==> src/rtl/nvme_pkg.sv <==
// nvme_pkg: shared constants, CQ entry layout and FSM encodings
// for the I/O queue pair 1 completion path.
package nvme_pkg;

  localparam int OUTSTANDING = 16;
  localparam int CQ_BASE     = 132096;
  localparam int CQ_DB_ADDR  = 1012;

  typedef struct packed {
    logic [14:0] status;
    logic        phase;
    logic [15:0] cid;
    logic [15:0] sqid;
    logic [15:0] sqhd;
    logic [63:0] rsvd;
  } cq_entry_t;

  typedef enum logic [1:0] {
    S_IDLE,
    S_DATA,
    S_RESP
  } cq_state_e;

  typedef enum logic [1:0] {
    DB_IDLE,
    DB_SEND,
    DB_RESP
  } db_state_e;

endpackage

==> src/rtl/cq_doorbell.sv <==
// cq_doorbell: single-beat AXI4 write master that publishes the
// CQ head to CQ1HDBL whenever it differs from the last rung value.
module cq_doorbell
  import nvme_pkg::*;
#(
  parameter int HW            = 4,
  parameter int NM_ADDR_WIDTH = 32,
  parameter int DB_ADDR       = nvme_pkg::CQ_DB_ADDR
) (
  input  logic                     clk,
  input  logic                     rst,
  input  logic [HW-1:0]            head,
  output logic [NM_ADDR_WIDTH-1:0] nm_awaddr,
  output logic [7:0]               nm_awlen,
  output logic [2:0]               nm_awsize,
  output logic [1:0]               nm_awburst,
  output logic                     nm_awvalid,
  input  logic                     nm_awready,
  output logic [127:0]             nm_wdata,
  output logic [15:0]              nm_wstrb,
  output logic                     nm_wlast,
  output logic                     nm_wvalid,
  input  logic                     nm_wready,
  input  logic [1:0]               nm_bresp,
  input  logic                     nm_bvalid,
  output logic                     nm_bready
);

  db_state_e     st;
  logic [HW-1:0] db_head;
  logic [HW-1:0] snap;
  logic          aw_done;
  logic          w_done;
  logic          aw_nx;
  logic          w_nx;
  logic          unused_ok;

  assign nm_awvalid = !rst && st == DB_SEND && !aw_done;
  assign nm_wvalid  = !rst && st == DB_SEND && !w_done;
  assign nm_bready  = !rst && st == DB_RESP;

  assign nm_awaddr  = NM_ADDR_WIDTH'(DB_ADDR);
  assign nm_awlen   = 8'd0;
  assign nm_awsize  = 3'd2;
  assign nm_awburst = 2'b01;
  assign nm_wdata   = {64'b0, 32'(snap), 32'b0};
  assign nm_wstrb   = 16'h00F0;
  assign nm_wlast   = 1'b1;

  assign aw_nx = aw_done | (nm_awvalid & nm_awready);
  assign w_nx  = w_done | (nm_wvalid & nm_wready);

  // Completion status of the doorbell write carries no action.
  assign unused_ok = ^nm_bresp;

  always_ff @(posedge clk) begin
    if (rst) begin
      st      <= DB_IDLE;
      db_head <= '0;
      snap    <= '0;
      aw_done <= 1'b0;
      w_done  <= 1'b0;
    end else begin
      unique case (st)
        DB_IDLE: begin
          if (head != db_head) begin
            snap    <= head;
            aw_done <= 1'b0;
            w_done  <= 1'b0;
            st      <= DB_SEND;
          end
        end
        DB_SEND: begin
          aw_done <= aw_nx;
          w_done  <= w_nx;
          if (aw_nx && w_nx) st <= DB_RESP;
        end
        DB_RESP: begin
          if (nm_bvalid) begin
            db_head <= snap;
            st      <= DB_IDLE;
          end
        end
        default: st <= DB_IDLE;
      endcase
    end
  end

endmodule

==> src/rtl/cq_handler.sv <==
// cq_handler: CQ1 consumer; parses controller CQ writes, streams completions
// and rings CQ1HDBL. Define CQ_PHASE_CHECK_EN to drop stale-phase entries.
module cq_handler
  import nvme_pkg::*;
#(
  parameter int OUTSTANDING   = nvme_pkg::OUTSTANDING,
  parameter int NS_ID_WIDTH   = 4,
  parameter int NS_ADDR_WIDTH = 32,
  parameter int NM_ADDR_WIDTH = 32,
  parameter int CQ_BASE       = nvme_pkg::CQ_BASE,
  parameter int CQ_DB_ADDR    = nvme_pkg::CQ_DB_ADDR
) (
  input  logic                             clk,
  input  logic                             rst,
  input  logic [NS_ID_WIDTH-1:0]           ns_awid,
  input  logic [NS_ADDR_WIDTH-1:0]         ns_awaddr,
  input  logic [7:0]                       ns_awlen,
  input  logic [2:0]                       ns_awsize,
  input  logic [1:0]                       ns_awburst,
  input  logic                             ns_awvalid,
  output logic                             ns_awready,
  input  logic [127:0]                     ns_wdata,
  input  logic [15:0]                      ns_wstrb,
  input  logic                             ns_wlast,
  input  logic                             ns_wvalid,
  output logic                             ns_wready,
  output logic [NS_ID_WIDTH-1:0]           ns_bid,
  output logic [1:0]                       ns_bresp,
  output logic                             ns_bvalid,
  input  logic                             ns_bready,
  output logic [NM_ADDR_WIDTH-1:0]         nm_awaddr,
  output logic [7:0]                       nm_awlen,
  output logic [2:0]                       nm_awsize,
  output logic [1:0]                       nm_awburst,
  output logic                             nm_awvalid,
  input  logic                             nm_awready,
  output logic [127:0]                     nm_wdata,
  output logic [15:0]                      nm_wstrb,
  output logic                             nm_wlast,
  output logic                             nm_wvalid,
  input  logic                             nm_wready,
  input  logic [1:0]                       nm_bresp,
  input  logic                             nm_bvalid,
  output logic                             nm_bready,
  output logic [$clog2(OUTSTANDING)-1:0]   sq_head,
  output logic [15:0]                      cpl_cid,
  output logic [14:0]                      cpl_status,
  output logic                             cpl_valid,
  input  logic                             cpl_ready,
  output logic [15:0]                      err_cnt
);

  localparam int IW = $clog2(OUTSTANDING);
  localparam logic [63:0] LO = 64'(CQ_BASE);
  localparam logic [63:0] HI = 64'(CQ_BASE) + 64'(16 * OUTSTANDING);

  cq_state_e                st;
  cq_entry_t                ent;
  logic [NS_ID_WIDTH-1:0]   id_q;
  logic [IW-1:0]            start_q;
  logic [IW-1:0]            bcnt;
  logic [IW-1:0]            idx;
  logic [IW-1:0]            cq_head;
  logic [NS_ADDR_WIDTH-1:0] off;
  logic                     in_range_q;
  logic                     exp_phase;
  logic                     phase_ok;
  logic                     beat_ok;
  logic                     aw_in;
  logic                     aw_hs;
  logic                     w_hs;
  logic                     unused_ok;

  assign ent   = cq_entry_t'(ns_wdata);
  assign off   = ns_awaddr - NS_ADDR_WIDTH'(CQ_BASE);
  assign aw_in = 64'(ns_awaddr) >= LO && 64'(ns_awaddr) < HI;
  assign idx   = start_q + bcnt;

`ifdef CQ_PHASE_CHECK_EN
  assign phase_ok = ent.phase == exp_phase;
`else
  assign phase_ok = 1'b1;
`endif

  // Only the in-order entry at the CQ head is consumed; the rest are
  // acknowledged and counted so the controller never stalls on them.
  assign beat_ok = in_range_q && idx == cq_head && phase_ok;

  assign ns_awready = !rst && st == S_IDLE;
  assign ns_wready  = !rst && st == S_DATA && (beat_ok ? cpl_ready : 1'b1);
  assign cpl_valid  = !rst && st == S_DATA && beat_ok && ns_wvalid;
  assign cpl_cid    = ent.cid;
  assign cpl_status = ent.status;
  assign ns_bvalid  = !rst && st == S_RESP;
  assign ns_bid     = id_q;
  assign ns_bresp   = in_range_q ? 2'b00 : 2'b10;

  assign aw_hs = ns_awvalid && ns_awready;
  assign w_hs  = ns_wvalid && ns_wready;

  assign unused_ok = ^{ns_awlen, ns_awsize, ns_awburst, ns_wstrb, off, ent};

  always_ff @(posedge clk) begin
    if (rst) begin
      st         <= S_IDLE;
      id_q       <= '0;
      start_q    <= '0;
      in_range_q <= 1'b0;
      bcnt       <= '0;
    end else begin
      unique case (st)
        S_IDLE: begin
          if (aw_hs) begin
            id_q       <= ns_awid;
            start_q    <= off[IW+3:4];
            in_range_q <= aw_in;
            bcnt       <= '0;
            st         <= S_DATA;
          end
        end
        S_DATA: begin
          if (w_hs) begin
            bcnt <= bcnt + 1'b1;
            if (ns_wlast) st <= S_RESP;
          end
        end
        S_RESP: begin
          if (ns_bready) st <= S_IDLE;
        end
        default: st <= S_IDLE;
      endcase
    end
  end

  always_ff @(posedge clk) begin
    if (rst) begin
      cq_head   <= '0;
      sq_head   <= '0;
      err_cnt   <= '0;
      exp_phase <= 1'b1;
    end else if (w_hs) begin
      if (beat_ok) begin
        sq_head <= ent.sqhd[IW-1:0];
        cq_head <= cq_head + 1'b1;
        if (&cq_head) exp_phase <= ~exp_phase;
      end else if (err_cnt != 16'hFFFF) begin
        err_cnt <= err_cnt + 1'b1;
      end
    end
  end

  cq_doorbell #(
    .HW            (IW),
    .NM_ADDR_WIDTH (NM_ADDR_WIDTH),
    .DB_ADDR       (CQ_DB_ADDR)
  ) u_db (
    .clk        (clk),
    .rst        (rst),
    .head       (cq_head),
    .nm_awaddr  (nm_awaddr),
    .nm_awlen   (nm_awlen),
    .nm_awsize  (nm_awsize),
    .nm_awburst (nm_awburst),
    .nm_awvalid (nm_awvalid),
    .nm_awready (nm_awready),
    .nm_wdata   (nm_wdata),
    .nm_wstrb   (nm_wstrb),
    .nm_wlast   (nm_wlast),
    .nm_wvalid  (nm_wvalid),
    .nm_wready  (nm_wready),
    .nm_bresp   (nm_bresp),
    .nm_bvalid  (nm_bvalid),
    .nm_bready  (nm_bready)
  );

endmodule

==> config.mk <==
export PLATFORM = sky130hd
export DESIGN_NAME = cq_handler
export DESIGN_NICKNAME = d
export VERILOG_FILES = /design/src/rtl/nvme_pkg.sv /design/src/rtl/cq_doorbell.sv /design/src/rtl/cq_handler.sv
export SDC_FILE = /design/constraint.sdc
export NUM_CORES = 1
export LEC_CHECK = 0
export ABC_AREA = 1
export CAP_MARGIN = 5
export CORE_AREA = 2 2 177 179
export DETAILED_ROUTE_END_ITERATION = 16
export DIE_AREA = 0 0 179 181
export PLACE_DENSITY_LB_ADDON = 0.2
export SYNTH_ARGS = -nofsm -noshare
export SYNTH_HDL_FRONTEND = slang
export SYNTH_SLANG_ARGS = --single-unit
export TNS_END_PERCENT = 50
==> constraint.sdc <==
create_clock -name clk -period 2.8 [get_ports clk]
set_input_delay 0.84 -clock clk [delete_from_list [all_inputs] [get_ports clk]]
set_output_delay 0.84 -clock clk [all_outputs]
set_load 0.03 [all_outputs]
; ---- Word-level counts from Yosys, hierarchy flattened
; Cells that the tools add are included.
[classes]
add_sub_neg = 5
n_lt_le_gt_ge = 2
eq_ne = 14
n_mux = 17
n_bitwise = 5
reduce_logical = 31
[ops]
columns = operator, count
row1 = >= comparator 32 x 18 -> 1 bit (second input constant), 1
row2 = less-than comparator 32 x 18 -> 1 bit (second input constant), 1
row3 = adder 16 x 1 -> 16 bit (second input constant), 1
row4 = 2-to-1 mux 2 bit, 8
row5 = != test 16 bit (second input constant), 1
row6 = logical AND 1 bit, 15
row7 = != test 2 bit (second input constant), 6
row8 = one-hot mux 2 bit (3 select lines), 2
row9 = AND reduction 2 bit, 5
row10 = AND reduction 3 bit, 3
row11 = adder 4 x 1 -> 4 bit (second input constant), 2
row12 = 2-to-1 mux 4 bit, 2
row13 = one-hot mux 4 bit (2 select lines), 1
row14 = subtractor 8 x 1 -> 8 bit (second input constant), 1
row15 = adder 4 bit, 1
row16 = == test 2 x 1 -> 1 bit (second input constant), 2
row17 = == test 2 bit (second input constant), 2
row18 = == test 4 bit, 1
row19 = logical NOT 2 bit, 2
row20 = != test 4 bit, 1
row21 = one-hot mux 1 bit (2 select lines), 2
row22 = AND reduction 4 bit, 1
row23 = nonzero test 2 bit, 2
row24 = logical NOT 1 bit, 3
row25 = 5 further kinds, 8
[word_totals]
ff_bits = 51
input_bits = 205
output_inout_bits = 254
elab_cells = 87

; ---- Longest topological paths before layout
; Gate-level depths: netlist (run 1).
[depth]
ltp_word = 8
mapped_depth = 16
depth_no_buf = 16

; ---- Hierarchy
; A second synthesis (run 1) with hierarchy kept.
[hier_totals]
hier_cells = 631
hier_area_um2 = 4458.0
[by_module_without_submodules]
columns = mod, instances, cells_per_inst, area_each_um2, seq_area_each_um2
row1 = cq_handler, 1, 352, 2467.4, 780.7
row2 = cq_doorbell, 1, 279, 1990.7, 240.2

; ---- Worst setup path after synthesis (run 1)
; No wires, ideal clock.
[synth_timing]
path_kind = input port to output port
from = in rst
to = out nm_bready
arrival_ns = 1.798
required_time_ns = 1.960
path_slack_ns = 0.162
path_stages = 3
path_cell_list = clkbuf_1 -> buf_1 -> nor2_1
[synth_via]
elab_chain_len = 2
[synth_rtl]
columns = item, line_no
row1 = "start, declared", cq_handler.sv:14  ; input logic rst,
row2 = logical NOT 1 bit, cq_doorbell.sv:40  ; assign nm_bready = !rst && st == DB_RESP;
row3 = logical AND 1 bit, cq_doorbell.sv:40
row4 = "end, declared", cq_handler.sv:44  ; output logic nm_bready,
; No other way between the ends.

; ---- Final worst setup path (run 1)
[layout_timing]
from = reg start_q[0]
to = out ns_wready
[layout_via]
elab_chain_len = 5
[layout_rtl]
columns = item, line_no
row1 = "start, declared", cq_handler.sv:60  ; logic [IW-1:0] start_q;
row2 = "start signal, assigned", cq_handler.sv:115  ; start_q <= off[IW+3:4];
row3 = adder 4 bit, cq_handler.sv:77  ; assign idx = start_q + bcnt;
row4 = == test 4 bit, cq_handler.sv:87  ; assign beat_ok = in_range_q && idx == cq_head && phase_ok;
row5 = logical AND 1 bit, cq_handler.sv:87
row6 = 2-to-1 mux 1 bit, cq_handler.sv:90  ; assign ns_wready = !rst && st == S_DATA && (beat_ok ? cpl_ready : 1'b1);
row7 = logical AND 1 bit, cq_handler.sv:90
row8 = "end, declared", cq_handler.sv:26  ; output logic ns_wready,
; No other way between the ends.

==> qor.csv, run 1 <==
stage,metric,value,unit
status,status,"finished, violations left",
status,failing checks,negative setup slack,
sta,Final Hold Fails,0,
worst_hold_path,worst hold start,u_db.db_head[0]$_SDFFE_PP0P_,
worst_setup_path,Setup crit start kind,register,
logic_synthesis,Synth Area in Adders,2.15,%
logic_synthesis,synthesized area,4430,sq um
floorplanning,Die Area,32400,sq um
pwr,cell area power density,393,nW/um^2
global_route,GR Overflow Total,0,
floorplanning,# IOs,459,
worst_hold_path,HP Class,register to register,
job,# Max-Cap Violations,0,
logic_synthesis,Syn Area/Cell,7.31,sq um
place,RePlAce Congestion,0.745,
routing,via count,3236,
global_route,initial antenna violation count,1,
routing,DR WL/cell,9.92,um
sta,f_max,329,MHz
sta,Setup-failing EPs final,2,
worst_setup_path,crit end category,output port,
place,DPL Wire Length,8670,um
logic_synthesis,Synth area leader,buf_4,
worst_setup_path,slowest CP cell,fa_1,
logic_synthesis,Yosys reg bits,51,
floorplanning,row cnt,64,
sta,fin. max-slew vios,0,
worst_setup_path,"Worst Path Class, Setup",register to output port,
sta,"Min Clock Period, post-route",3.04,ns
finish,Fillers,3471,
clocking,Clock Path Buffers,2,
logic_synthesis,main area contributors after synthesis,"buf_4 37%, dfxtp_1 23%, nand2_1 6.3%",
logic_synthesis,Post-Syn Instances,606,
logic_synthesis,Yosys Warn Count,0,
routing,Final ANT Viol Nets,0,
clocking,Worst-path clk slew,0.08,ns
pwr,Max IR drop VDD,0.212,mV
worst_setup_path,crit path launch,start_q[0]$_SDFFE_PP0P_,
floorplanning,starting density of the core,14.6,%
pwr,static leakage,0.00225,uW
place,I/O Buffers,81,
finish,Layout Utilization,17.0,%
finish,"commonest non-fill, non-tap cell in the layout",conb_1,
floorplanning,Vert. Die Dim,181,um
floorplanning,core area,30300,sq um
finish,area grow syn2layout,16.7,%
global_route,largest net degree at the start of global routing,35,
logic_synthesis,Yosys cell types,40,
logic_synthesis,Synth Area in Compound Gates,8.22,%
routing,DRT iter0 DRCs,84,
logic_synthesis,multiplexer area fraction after synthesis,0,%
clocking,H-tree Lvls,2,
routing,drt total wl,10700,um
clocking,clk_lat worst skew,0.30,ns
logic_synthesis,largest family of logic cells by synthesized area,buffers and inverters,
sta,Final WS setup,-0.241,ns
global_route,vias in the first global route,2844,
clocking,CTS sink cnt,51,
routing,vias per cell,3.01,
finish,Nets,889,
worst_setup_path,CP peak stage delay,0.56,ns
routing,# DRC,0,
finish,share of cells above drive strength 1,13.3,%
finish,footprint of the multi-input gates,2240,sq um
clocking,CTS tree,yes,
worst_setup_path,Reg2Reg Launch Point,start_q[0]$_SDFFE_PP0P_,
floorplanning,die width,179,um
finish,most frequent cells in the layout,"187 x conb_1, 74 x clkdlybuf4s50_1, 72 x nand2_1, 49 x dfxtp_1, 47 x inv_1",
logic_synthesis,top cell type's share of synthesized area,36.9,%
sta,fin crit share,109,%
logic_synthesis,Simple-Gate Fraction of Synth Area,20.9,%
clocking,Hold Buf Count CTS,0,
clocking,CTS buffer count,5,
worst_setup_path,CP required,1.96,ns
routing,drt first pass iters,4,
sta,Clock Skew,0.00632,ns
worst_setup_path,crit-path max FO,2,
finish,register area,1020,sq um
sta,unrepaired setup endpoints after global routing,yes,
worst_setup_path,"Cell Chain, Critical Path","ha_4, inv_2, fa_1, nor2_1, nor2_1, nand3_2, nor2_4, nand3_2, nand2_2, inv_2, buf_12",
logic_synthesis,"Seq/Total Area, Yosys",23.0,%
global_route,global-route wire length before repair,15900,um
sta,Hold WS,0.460,ns
global_route,gr usage total,6.44,%
clocking,root buffer cell,clkbuf_16,
place,post-place setup slack,-0.0128,ns
logic_synthesis,Synth Area in XOR/XNOR,2.57,%
worst_setup_path,"Arr. time, crit path",2.20,ns
-- power breakdown --
group	internal, uW	switching (uW)	leakage (uW)
Sequential	743	15.4	0.000414
Combinational	142	474	0.00177
Clock	336	322	0.0000742
Total	1220	811	0.00225
-- per-layer routing --
layer | global-route usage, % | routed length, um
met1 | 8.30 | 4690
met2 | 9.74 | 4730
met3 | 1.83 | 796
met4 | 3.22 | 439
met5 | 0 | 0
-- final cells by class --
class                      instances  share of cell area (%)
inverter                          56                    4.23
clock buffer                       5                    2.42
sequential                        51                    19.8
clock inverter                     3                   0.435
multi-input combinational        458                    43.3
tap                              396                    9.58
timing repair buffer             105                    20.2
antenna                            1                  0.0484
-- worst max-delay path, delay by kind of cell (launching register included) --
| kind | cells | cell delay [ns] |
|---|---|---|
| buffers and inverters | 3 | 0.21 |
| AND/OR/NAND/NOR | 6 | 0.62 |
| adder cells (fa/ha/maj) | 2 | 0.70 |
| flip-flops | 1 | 0.36 |
-- stage by stage --
step / instance area (sq um) / TNS, ns / cells / total power [uW]
2_1_floorplan: 5130 / 0 / 791 / 1520
3_3_place_gp: 4970 / -0.0335 / 1065 / 1390
3_5_place_dp: 4970 / -0.0128 / 1065 / 1380
4_1_cts: 5130 / -0.523 / 1073 / 2060
5_1_grt: 5170 / -0.718 / 1074 / 2150
6_report: 5170 / -0.453 / 1075 / 2030
-- flip-flops by register name, indices dropped and copies added (netlist names) --
signal,count
u_db.st,2
cq_head,4
ns_bid,4
st,2
u_db.aw_done,1
start_q,4
u_db.w_done,1
sq_head,4
u_db.db_head,4
bcnt,4
in_range_q,1
u_db.snap,4
err_cnt,16
-- cells by family after synthesis --
family / count (synthesis)
other: 2
flip-flops: 51
XOR/XNOR: 13
AND/OR/NAND/NOR: 187
AO/OA/AOI/OAI: 64
adder cells (fa/ha/maj): 7
buffers and inverters: 282
-- Yosys cell counts --
master    number
inv_2          4
nor4b_1        1
nor3_2         1
nor4_1         8
o21ai_0       25
dfxtp_1       51
buf_1          1
buf_6          2
inv_1         49
clkinv_2       1
fa_1           1
inv_4          1
xor2_1         7
nand4_1        7
clkinv_4       1
a21oi_1       24
nand4_2        1
or2_2          3
o32ai_1        1
clkbuf_1       4
nor3_1         5
o31ai_1        1
nand2_4        4
buf_4        218
nor3b_2        1
conb_1         2
ha_1           6
o21ai_2        1
nor2_4         5
nand2_1       74
nand3_2        1
buf_2          1
nand2_2        5
nand3_1       32
nand3b_1       1
nor2_8         1
o21ai_1        3
nor2_1        37
xnor2_1        6
a21oi_2        9
-- final timing paths --
check	endpoint	slack (ns)	cells past startpoint
setup / recovery	ns_wready	-0.24	11
hold / removal	u_db.db_head[0]$_SDFFE_PP0P_	0.46	2
setup reg to reg	cq_head[2]$_SDFFE_PP0P_	0.43	15
hold reg to reg	u_db.db_head[0]$_SDFFE_PP0P_	0.46	2
-- repair_timing --
item                                    in CTS  in global routing
setup buffers                                0                  1
pin swaps                                    2                  8
resized for setup                            4                 11
endpoints found under the setup margin       3                  4
Power figures use the tool's default switching activity.
==> run 2, diff against run 1 <==
--- a/config.mk
+++ b/config.mk
@@ -8,6 +8,8 @@
 export ABC_AREA = 1
 export CAP_MARGIN = 5
 export CORE_AREA = 2 2 177 179
+export CTS_BUF_LIST = sky130_fd_sc_hd__clkbuf_4 sky130_fd_sc_hd__clkbuf_8
+export CTS_CLUSTER_DIAMETER = 80
 export DETAILED_ROUTE_END_ITERATION = 16
 export DIE_AREA = 0 0 179 181
 export PLACE_DENSITY_LB_ADDON = 0.2
==> run 2 against run 1 <==
Compared with the run above: the run still ends with negative setup slack left; utilization decreased by 0.19 points; cell area fell by 1.1%; first-iteration DRC count rose by 13%; clock skew up 0.0054 ns; critical path depth stayed put; critical path type unchanged; largest cell class unchanged; largest power group unchanged.
==> qor.csv, run 2 (synthesis gave the netlist of run 1 again) <==
stage,metric,value,unit
floorplanning,# IOs,459,
worst_setup_path,crit end category,output port,
worst_setup_path,slowest CP cell,fa_1,
worst_setup_path,"Cell Chain, Critical Path","ha_4, inv_2, fa_1, nor2_1, nor2_1, nand3_2, nor2_4, nand3_2, nand2_2, inv_2, buf_12",
worst_setup_path,Setup crit start kind,register,
clocking,H-tree Lvls,2,
worst_setup_path,"Worst Path Class, Setup",register to output port,
finish,area grow syn2layout,15.4,%
job,# Max-Cap Violations,0,
place,I/O Buffers,81,
sta,setup TNS,-0.537,ns
worst_setup_path,crit-path max FO,2,
routing,via count,3233,
sta,Final WS setup,-0.283,ns
clocking,CTS tree,yes,
floorplanning,Die Area,32400,sq um
routing,Final ANT Viol Nets,0,
sta,unrepaired setup endpoints after global routing,yes,
finish,Nets,889,
status,failing checks,negative setup slack,
routing,drt first pass iters,4,
clocking,CTS sink cnt,51,
sta,fin. max-slew vios,0,
finish,"Most flops, register",err_cnt,
sta,f_max,324,MHz
global_route,gr usage total,6.45,%
pwr,Max IR drop VDD,0.189,mV
worst_setup_path,Reg2Reg Launch Point,start_q[0]$_SDFFE_PP0P_,
routing,# DRC,0,
global_route,vias in the first global route,2854,
finish,number of flip-flops in the largest register,16,
place,RePlAce Congestion,0.745,
routing,DR WL/cell,9.94,um
finish,Fillers,3479,
routing,DRT iter0 DRCs,95,
floorplanning,row cnt,64,
worst_setup_path,"reg-to-reg slack, setup",0.42,ns
place,DPL Wire Length,8670,um
finish,most frequent cells in the layout,"187 x conb_1, 74 x clkdlybuf4s50_1, 72 x nand2_1, 49 x dfxtp_1, 47 x inv_1",
finish,share of cells above drive strength 1,13.3,%
worst_hold_path,worst hold start,u_db.db_head[2]$_SDFFE_PP0P_,
routing,vias per cell,3.01,
clocking,CTS buffer count,5,
global_route,GR Overflow Total,0,
clocking,Clock Path Buffers,2,
floorplanning,starting density of the core,14.6,%
routing,drt total wl,10700,um
sta,"Min Clock Period, post-route",3.08,ns
worst_hold_path,worst hold stages,2,
floorplanning,Vert. Die Dim,181,um
sta,fin crit share,110,%
clocking,Worst-path clk slew,0.11,ns
global_route,initial antenna violation count,1,
worst_setup_path,Reg2Reg Depth,15,
worst_setup_path,CP bufs+invs,3,
sta,Setup-failing EPs final,2,
floorplanning,core area,30300,sq um
finish,"commonest non-fill, non-tap cell in the layout",conb_1,
sta,Final Hold Fails,0,
worst_hold_path,Hold EP,u_db.db_head[2]$_SDFFE_PP0P_,
clocking,Hold Buf Count CTS,0,
place,post-place setup slack,-0.0128,ns
pwr,static leakage,0.00223,uW
worst_setup_path,CP required,1.96,ns
sta,Clock Skew,0.0117,ns
worst_setup_path,RR Endpoint,cq_head[2]$_SDFFE_PP0P_,
floorplanning,die width,179,um
clocking,clk_lat worst skew,0.33,ns
pwr,cell area power density,364,nW/um^2
global_route,global-route wire length before repair,16000,um
worst_setup_path,"delay-heaviest family, CP",adder cells,
worst_hold_path,HP Class,register to register,
status,status,"finished, violations left",
global_route,largest net degree at the start of global routing,35,
clocking,root buffer cell,clkbuf_8,
worst_setup_path,"Arr. time, crit path",2.24,ns
worst_setup_path,CP peak stage delay,0.56,ns
## run 2: power breakdown
group	leakage [uW]	internal (uW)	total [uW]	switching (uW)
logic	0.00177	142	615	474
registers	0.000414	744	759	15.4
clock network	0.0000485	181	488	307
## run 2: what timing repair did
item / CTS / global route
setup endpoints to repair: 3 / 4
setup buffers: 0 / 1
gates resized for setup: 4 / 11
pin swaps: 2 / 8
cloned: 0 / 0
## run 2: worst max path at each step
stage                                  startpoint   endpoint  cells past startpoint
after floorplan                               rst  nm_bready                      3
after global placement                        rst  cpl_valid                      6
after detailed placement                      rst  ns_bvalid                      4
after CTS                 start_q[0]$_SDFFE_PP0P_  ns_wready                     11
after global routing         bcnt[0]$_SDFFE_PP0P_  ns_wready                     11
final                     start_q[0]$_SDFFE_PP0P_  ns_wready                     11
## run 2: final cells by class
cell class              instances  area [sq um]  share of cell area, %
clock inverters                 3          22.5                  0.440
repair buffers                105          1040                   20.4
flip-flops and latches         51          1020                   20.0
inverters                      56           219                   4.28
multi-input cells             458          2240                   43.8
clock buffers                   5          68.8                   1.35
diodes                          1          2.50                 0.0489
well taps                     396           495                   9.68
## run 2: routing by layer
layer,GRT usage (%),vias to the layer above,wire length [um]
met3,1.83,26,778
met5,0,-,0
li1,-,1649,-
met2,9.74,141,4730
met4,3.22,0,439
met1,8.32,1417,4730
## run 2: metrics by stage
stage / hold WS, ns / power [uW] / utilization (%) / instance area [sq um] / cells
CTS: 0.468 / 1890 / 16.7 / 5070 / 1073
floorplan: 0.436 / 1520 / - / 5130 / 791
global route: 0.502 / 1980 / 16.8 / 5110 / 1074
finish: 0.466 / 1860 / 16.9 / 5120 / 1075
detailed placement: 0.450 / 1380 / 16.4 / 4970 / 1065
global placement: 0.451 / 1390 / 16.4 / 4970 / 1065
## run 2: worst min-delay path: stages, from the launching register on
cell and delay (ns):
dfxtp_1 0.34, inv_1 0.05, a21oi_1 0.05
